===== config.mk =====
export PLATFORM = sky130hd
export DESIGN_NAME = pipe_ctrl
export DESIGN_NICKNAME = d
export VERILOG_FILES = /design/src/rtl/pipe_ctrl.sv
export SDC_FILE = /design/constraint.sdc
export NUM_CORES = 1
export LEC_CHECK = 0
export CAP_MARGIN = 30
export CORE_AREA = 3 3 43 45
export DETAILED_ROUTE_END_ITERATION = 12
export DIE_AREA = 0 0 46 48
export DONT_BUFFER_PORTS = 1
export PLACE_DENSITY = 0.75
export REMOVE_ABC_BUFFERS = 1
export SLEW_MARGIN = 0
export SYNTH_ARGS = -nofsm -noshare
export SYNTH_HDL_FRONTEND = slang
export SYNTH_SLANG_ARGS = --single-unit

===== constraint.sdc =====
create_clock -name clk -period 2.31 [get_ports clk]
set_input_delay 0.5775 -clock clk [delete_from_list [all_inputs] [get_ports clk]]
set_output_delay 0.5775 -clock clk [all_outputs]
set_load 0.01 [all_outputs]

===== src/rtl/pipe_ctrl.sv =====
// Pipeline control FSM: sequences BOOT/RUN/MEMWAIT/HALT and drives per-stage enables and flushes.
// Optional performance counters are built when PIPE_CTRL_PERF_CNT_EN is defined.
module pipe_ctrl (
  input  logic        clk,
  input  logic        rstn,
  input  logic        hz_stall,
  input  logic        br_taken,
  input  logic        dmem_req,
  input  logic        dmem_ready,
  input  logic        halt_req,
  input  logic        resume,
  input  logic        perf_clr,
  output logic        PC_we,
  output logic        IF_ID_we,
  output logic        IF_ID_flush,
  output logic        ID_EX_we,
  output logic        ID_EX_flush,
  output logic        EX_MEM_we,
  output logic        MEM_WB_flush,
  output logic        halted,
  output logic [1:0]  state,
  output logic [31:0] cyc_cnt,
  output logic [31:0] stall_cnt,
  output logic [31:0] flush_cnt
);

  typedef enum logic [1:0] {
    StBoot    = 2'd0,
    StRun     = 2'd1,
    StMemWait = 2'd2,
    StHalt    = 2'd3
  } state_e;

  // Bit order: PC_we, IF_ID_we, IF_ID_flush, ID_EX_we, ID_EX_flush, EX_MEM_we, MEM_WB_flush
  localparam logic [6:0] PatBoot     = 7'b0010101;
  localparam logic [6:0] PatFreeze   = 7'b0000001;
  localparam logic [6:0] PatLoadUse  = 7'b0001110;
  localparam logic [6:0] PatRedirect = 7'b1111010;
  localparam logic [6:0] PatNormal   = 7'b1101010;

  state_e     state_q, state_d;
  logic [6:0] pat;

  always_ff @(posedge clk or negedge rstn) begin
    if (!rstn) begin
      state_q <= StBoot;
    end else begin
      state_q <= state_d;
    end
  end

  always_comb begin
    state_d = state_q;
    pat     = PatFreeze;
    unique case (state_q)
      StBoot: begin
        pat     = PatBoot;
        state_d = StRun;
      end
      StRun: begin
        if (halt_req) begin
          pat     = PatFreeze;
          state_d = StHalt;
        end else if (dmem_req && !dmem_ready) begin
          pat     = PatFreeze;
          state_d = StMemWait;
        end else if (hz_stall) begin
          pat = PatLoadUse;
        end else if (br_taken) begin
          pat = PatRedirect;
        end else begin
          pat = PatNormal;
        end
      end
      StMemWait: begin
        // halt_req and resume are deliberately not looked at while memory is outstanding
        if (!dmem_ready) begin
          pat = PatFreeze;
        end else begin
          state_d = StRun;
          if (hz_stall) begin
            pat = PatLoadUse;
          end else if (br_taken) begin
            pat = PatRedirect;
          end else begin
            pat = PatNormal;
          end
        end
      end
      StHalt: begin
        pat = PatFreeze;
        if (resume) begin
          state_d = StRun;
        end
      end
      default: begin
        pat     = PatBoot;
        state_d = StBoot;
      end
    endcase
  end

  assign {PC_we, IF_ID_we, IF_ID_flush, ID_EX_we, ID_EX_flush, EX_MEM_we, MEM_WB_flush} = pat;
  assign halted = (state_q == StHalt);
  assign state  = state_q;

`ifdef PIPE_CTRL_PERF_CNT_EN
  logic [31:0] cyc_cnt_q, cyc_cnt_d;
  logic [31:0] stall_cnt_q, stall_cnt_d;
  logic [31:0] flush_cnt_q, flush_cnt_d;
  logic        in_pipe;

  assign in_pipe = (state_q == StRun) || (state_q == StMemWait);

  always_comb begin
    cyc_cnt_d   = cyc_cnt_q;
    stall_cnt_d = stall_cnt_q;
    flush_cnt_d = flush_cnt_q;
    if (perf_clr) begin
      cyc_cnt_d   = '0;
      stall_cnt_d = '0;
      flush_cnt_d = '0;
    end else begin
      if (state_q != StBoot) cyc_cnt_d = cyc_cnt_q + 32'd1;
      if (in_pipe && !PC_we) stall_cnt_d = stall_cnt_q + 32'd1;
      if (in_pipe && IF_ID_flush) flush_cnt_d = flush_cnt_q + 32'd1;
    end
  end

  always_ff @(posedge clk or negedge rstn) begin
    if (!rstn) begin
      cyc_cnt_q   <= '0;
      stall_cnt_q <= '0;
      flush_cnt_q <= '0;
    end else begin
      cyc_cnt_q   <= cyc_cnt_d;
      stall_cnt_q <= stall_cnt_d;
      flush_cnt_q <= flush_cnt_d;
    end
  end

  assign cyc_cnt   = cyc_cnt_q;
  assign stall_cnt = stall_cnt_q;
  assign flush_cnt = flush_cnt_q;
`else
  logic unused_perf_clr;
  assign unused_perf_clr = perf_clr;
  assign cyc_cnt   = '0;
  assign stall_cnt = '0;
  assign flush_cnt = '0;
`endif

endmodule


==> Yosys cells after proc, flatten, opt, wreduce, memory -nomap -nowiden <==
Cells that the tools add are included.
{ "word_totals": {"regBits": 2, "word_cells": 22} }
{ "classes": {"n_reduce_logical": 4, "eq_ne": 6, "mux": 11} }
{ "ops": {"columns": ["cell", "count"], "rows": [
  ["$mux W7", 4],
  ["$pmux W7 S4", 1],
  ["$mux W2", 4],
  ["$pmux W2 S4", 1],
  ["$mux W5", 1],
  ["$eq A2 B2 Y1 const B", 2],
  ["$ne A2 B2 Y1 const B", 2],
  ["$ne A3 B3 Y1 const B", 1],
  ["$reduce_and A3 Y1", 1],
  ["$eq A2 B1 Y1 const B", 1],
  ["$logic_not A2 Y1", 1],
  ["$logic_and A1 B1 Y1", 1],
  ["$logic_not A1 Y1", 1]
]} }

==> Logic depth before layout (Yosys ltp) <==
Gate-level depths: netlist (run 1).
{ "logic_depth": {"ltp_word": 5, "depth_mapped": 5} }

==> Worst setup path before layout (run 1) <==
Ideal clock, no wire load.
{ "synth_timing": {"path_kind": "in2out", "from": "input halt_req", "to": "output ID_EX_we", "path_slack_ns": 0.340, "path_buffers": 1, "path_stages": 4, "required_time_ns": 1.732, "arrival_ns": 1.393, "path_cell_list": "and4bb_1 > a221oi_2 > inv_1 > buf_4"} }
{ "synth_via": {"elab_chain_cells": 2} }
{ "synth_lines": {"columns": ["element", "line_no", "rtl"], "rows": [
  ["from (decl)", "10", "input logic halt_req,"],
  ["$mux W7", "61", "if (halt_req) begin"],
  ["$pmux W7 S4", "55", "unique case (state_q)"],
  ["to (decl)", "16", "output logic ID_EX_we,"]
]} }
Every way passes these cells.

==> Worst setup path in the final report (run 1) <==
{ "layout_timing": {"from": "register state_q[1] (netlist: state[1])", "to": "output EX_MEM_we"} }
{ "layout_via": {"elab_chain_cells": 2, "elab_cells_between_ends": 5} }
{ "layout_lines": {"columns": ["element", "line_no", "rtl"], "rows": [
  ["from (decl)", "41", "state_e state_q, state_d;"],
  ["from (signal assigned)", "46", "state_q <= StBoot;"],
  ["from (signal assigned)", "48", "state_q <= state_d;"],
  ["$eq A2 B2 Y1, or another cell as far along", "55", null],
  ["$pmux W7 S4 (*)", "55", null],
  ["to (decl)", "18", "output logic EX_MEM_we,"]
]} }
Every way passes the cells marked *; elsewhere a longest branch is shown, timed or not.

==> results of run 1 <==
final timing paths:
check | endpoint | slack (ps) | depth (start not counted) | from
hold reg to reg | state[1]$_DFFE_PN0P_ | 800 | 3 | state[0]$_DFFE_PN0P_
setup / recovery | EX_MEM_we | 120 | 3 | state[1]$_DFFE_PN0P_
min in group clk | state[1]$_DFFE_PN0P_ | 440 | 1 | dmem_ready
setup reg to reg | state[0]$_DFFE_PN0P_ | 1110 | 3 | state[1]$_DFFE_PN0P_
hold / removal | state[0]$_DFFE_PN0P_ | 50 | 0 | rstn
max in group asynchronous | state[1]$_DFFE_PN0P_ | 2190 | 0 | rstn
kinds of logic after synthesis:
logic type             Yosys count
other                            1
flip-flops                       2
AO/OA/AOI/OAI                    9
buffers and inverters          103
AND/OR/NAND/NOR                  8
power by group through the flow:
stage               combinational, mW  clock [mW]  sequential [mW]
floorplan                       0.154           0           0.0703
finish                          0.174      0.0769           0.0763
CTS                             0.170      0.0801           0.0768
global route                    0.195      0.0822           0.0799
detailed placement              0.170           0           0.0773
global placement                0.167           0           0.0744
cell usage after synthesis:
library cell,n,area (um2)
dfrtp_1,2,50.05
o2bb2ai_1,1,8.760
and4bb_1,1,12.51
or2_1,1,6.260
nor2b_4,1,13.76
and2_2,1,7.510
o22ai_1,1,6.260
nor3_2,1,10.01
a221oi_2,1,15.01
buf_4,98,735.7
inv_1,3,11.26
o32ai_1,1,8.760
a21oi_1,3,15.01
a31oi_1,1,6.260
o21ai_0,1,5.000
nor2_1,2,7.510
conb_1,1,3.750
buf_6,2,22.52
and2b_2,1,8.760
critical path, cell delays in order, from the launching register on:
cell	delay, ps
dfrtp_1	580
and4bb_1	250
a221oi_2	350
inv_1	210
per-stage QoR:
stage	power, mW	instance area (um2)
floorplan	0.2243	553.0
global placement	0.2419	580.6
detailed placement	0.2472	580.6
CTS	0.3270	603.1
global route	0.3573	603.1
finish	0.3272	603.1
routing by layer:
| metal | global-route usage (%) | share of wire (%) | vias up |
|---|---|---|---|
| met2 | 13.74 | 56 | 59 |
| li1 | - | - | 188 |
| met1 | 5.482 | 21 | 201 |
| met3 | 2.632 | 22 | 2 |
| met5 | 0 | 0 | - |
| met4 | 5.114 | 0.94 | 0 |
final cells by class:
cell class / count / area (um2) / area share (%)
flip-flops and latches: 2 / 50.05 / 8.299
repair buffers: 1 / 7.507 / 1.245
well taps: 16 / 20.02 / 3.320
clock buffers: 3 / 22.52 / 3.734
multi-input cells: 113 / 491.7 / 81.54
inverters: 3 / 11.26 / 1.867
==> impl_metrics.py, run 1 <==
metrics = {
    "cts": {
        "cts.clk_slew.worst_paths_ps": 30,
        "tritoncts": "done",
        "cts-resized-gates": 0,
        "cts-root-buf": "clkbuf_4",
        "cts_setup_buffers": 0,
        "cts.sinks": 2,
        "clock_latency_ps": 220,
        "numCtsBuffers": 3,
        "clock_path_buffers": 2,
        "postCtsHoldBufs": 0,
        "cts_htree_levels": 1,
    },
    "run_status": {
        "run_status": "finished clean",
    },
    "synth": {
        "synth-xor-area-share_pct": 0,
        "synth_area_um2": 954.7,
        "synth_top_family_by_area": "buffers and inverters",
        "syn_inst": 123,
        "synth_cell_types": 19,
        "syn_area_per_cell_um2": 7.762,
        "synth-seq-cells": 2,
        "synthAdderAreaFrac_pct": 0,
        "synth-simple-area-share_pct": 6.946,
        "synth.area.mux_share_pct": 0,
        "synth-compound-area-share_pct": 6.815,
        "yosys_warnings": 0,
        "seq_area_frac_synth_pct": 5.242,
    },
    "setup_path": {
        "crit_fanout": 11,
        "crit_required_ps": 1730,
        "start_kind": "flip-flop",
        "cp.arrival_ps": 1620,
        "critPathKind": "flip-flop to output port",
        "endpoint_kind": "output port",
    },
    "finish": {
        "diodes": 0,
        "final_core_util_pct": 40.03,
        "final_cells": 138,
        "largest_reg_flops": 2,
        "fillers": 159,
        "final_common_cell": "conb_1",
        "nets": 133,
        "drive_gt1_share_pct": 7.377,
        "area_growth_pct": -36.83,
        "layout_common_cells": "96 x conb_1, 3 x inv_1, 3 x a21oi_1, 3 x clkbuf_4",
    },
    "drt": {
        "ant_nets": 0,
        "remaining_drc_errors": 0,
        "avgRoutedWirePerCell_um": 8.442,
        "first_pass_iters": 3,
        "vias_per_cell": 3.261,
        "via_count": 450,
        "first_iter_violations": 1,
        "drt_wl_total_um": 1165,
    },
    "min_path": {
        "hp-class": "primary input to asynchronous set/reset pin",
    },
    "die": {
        "core_area_um2": 1506,
        "die-area_um2": 2208,
        "initial_utilization_pct": 63.37,
        "die_h_um": 48,
        "die_x_um": 46,
        "io_pins": 115,
        "std_cell_rows": 14,
    },
    "placement": {
        "place_inst": 135,
        "gp_congestion": 0.6755,
        "portBuffers": 0,
        "place_worst_setup_slack_ps": 340.4,
        "dp_hpwl_um": 1069,
    },
    "global_routing": {
        "grt_start_max_net_pins": 12,
        "grt_pass1_wl_um": 1124,
        "antenna_found_initial": 0,
        "grt-ovfl-total": 0,
        "grt.total_usage_pct": 6.989,
        "grt_pass1_vias": 274,
    },
    "timing": {
        "whs_ps": 51.46,
        "fin_skew_ps": 0.2122,
        "setup-violations-final": 0,
        "rsz0062_at_grt": "no",
        "fin_crit_sh_pct": 94.98,
        "postLayoutSetupSlackWorst_ps": 116.0,
        "hold_violations": 0,
        "finalSetupTns_ps": 0,
        "max_freq_mhz": 455.8,
        "maxSlewViolCount": 0,
        "period_minus_slack_ps": 2194,
    },
    "power_and_ir_drop": {
        "power_density_nw_per_um2": 542.5,
        "p_clk_share_pct": 23.5,
        "irDropWorstVdd_v": 0.0002085,
        "p_int_mw": 0.1496,
        "sw_frac_of_total_pct": 54.29,
        "comb_power_share_pct": 53.2,
        "seqPwrFrac_pct": 23.3,
        "leakagePower_nw": 0.4105,
        "power_switching_mw": 0.1776,
    },
    "flow_run": {
        "drv_cap": 0,
    },
}
Power figures use the tool's default switching activity.
==> run 2, diff against run 1 <==
clock period = 2.53 ns   (was 2.31 ns; I/O delays follow)
==> results of run 2 <==
The final DEF is identical to that of run 1. Status: finished clean.
Main changes from that run: setup slack after placement 340.4 ps -> 495.4 ps; setup slack after layout 116.0 ps -> 281.0 ps; hold slack 51.46 ps -> 106.5 ps; register-to-register setup slack 1110 ps -> 1330 ps; total power 0.3272 mW -> 0.2987 mW; worst IR drop on VDD 0.0002085 V -> 0.0001904 V
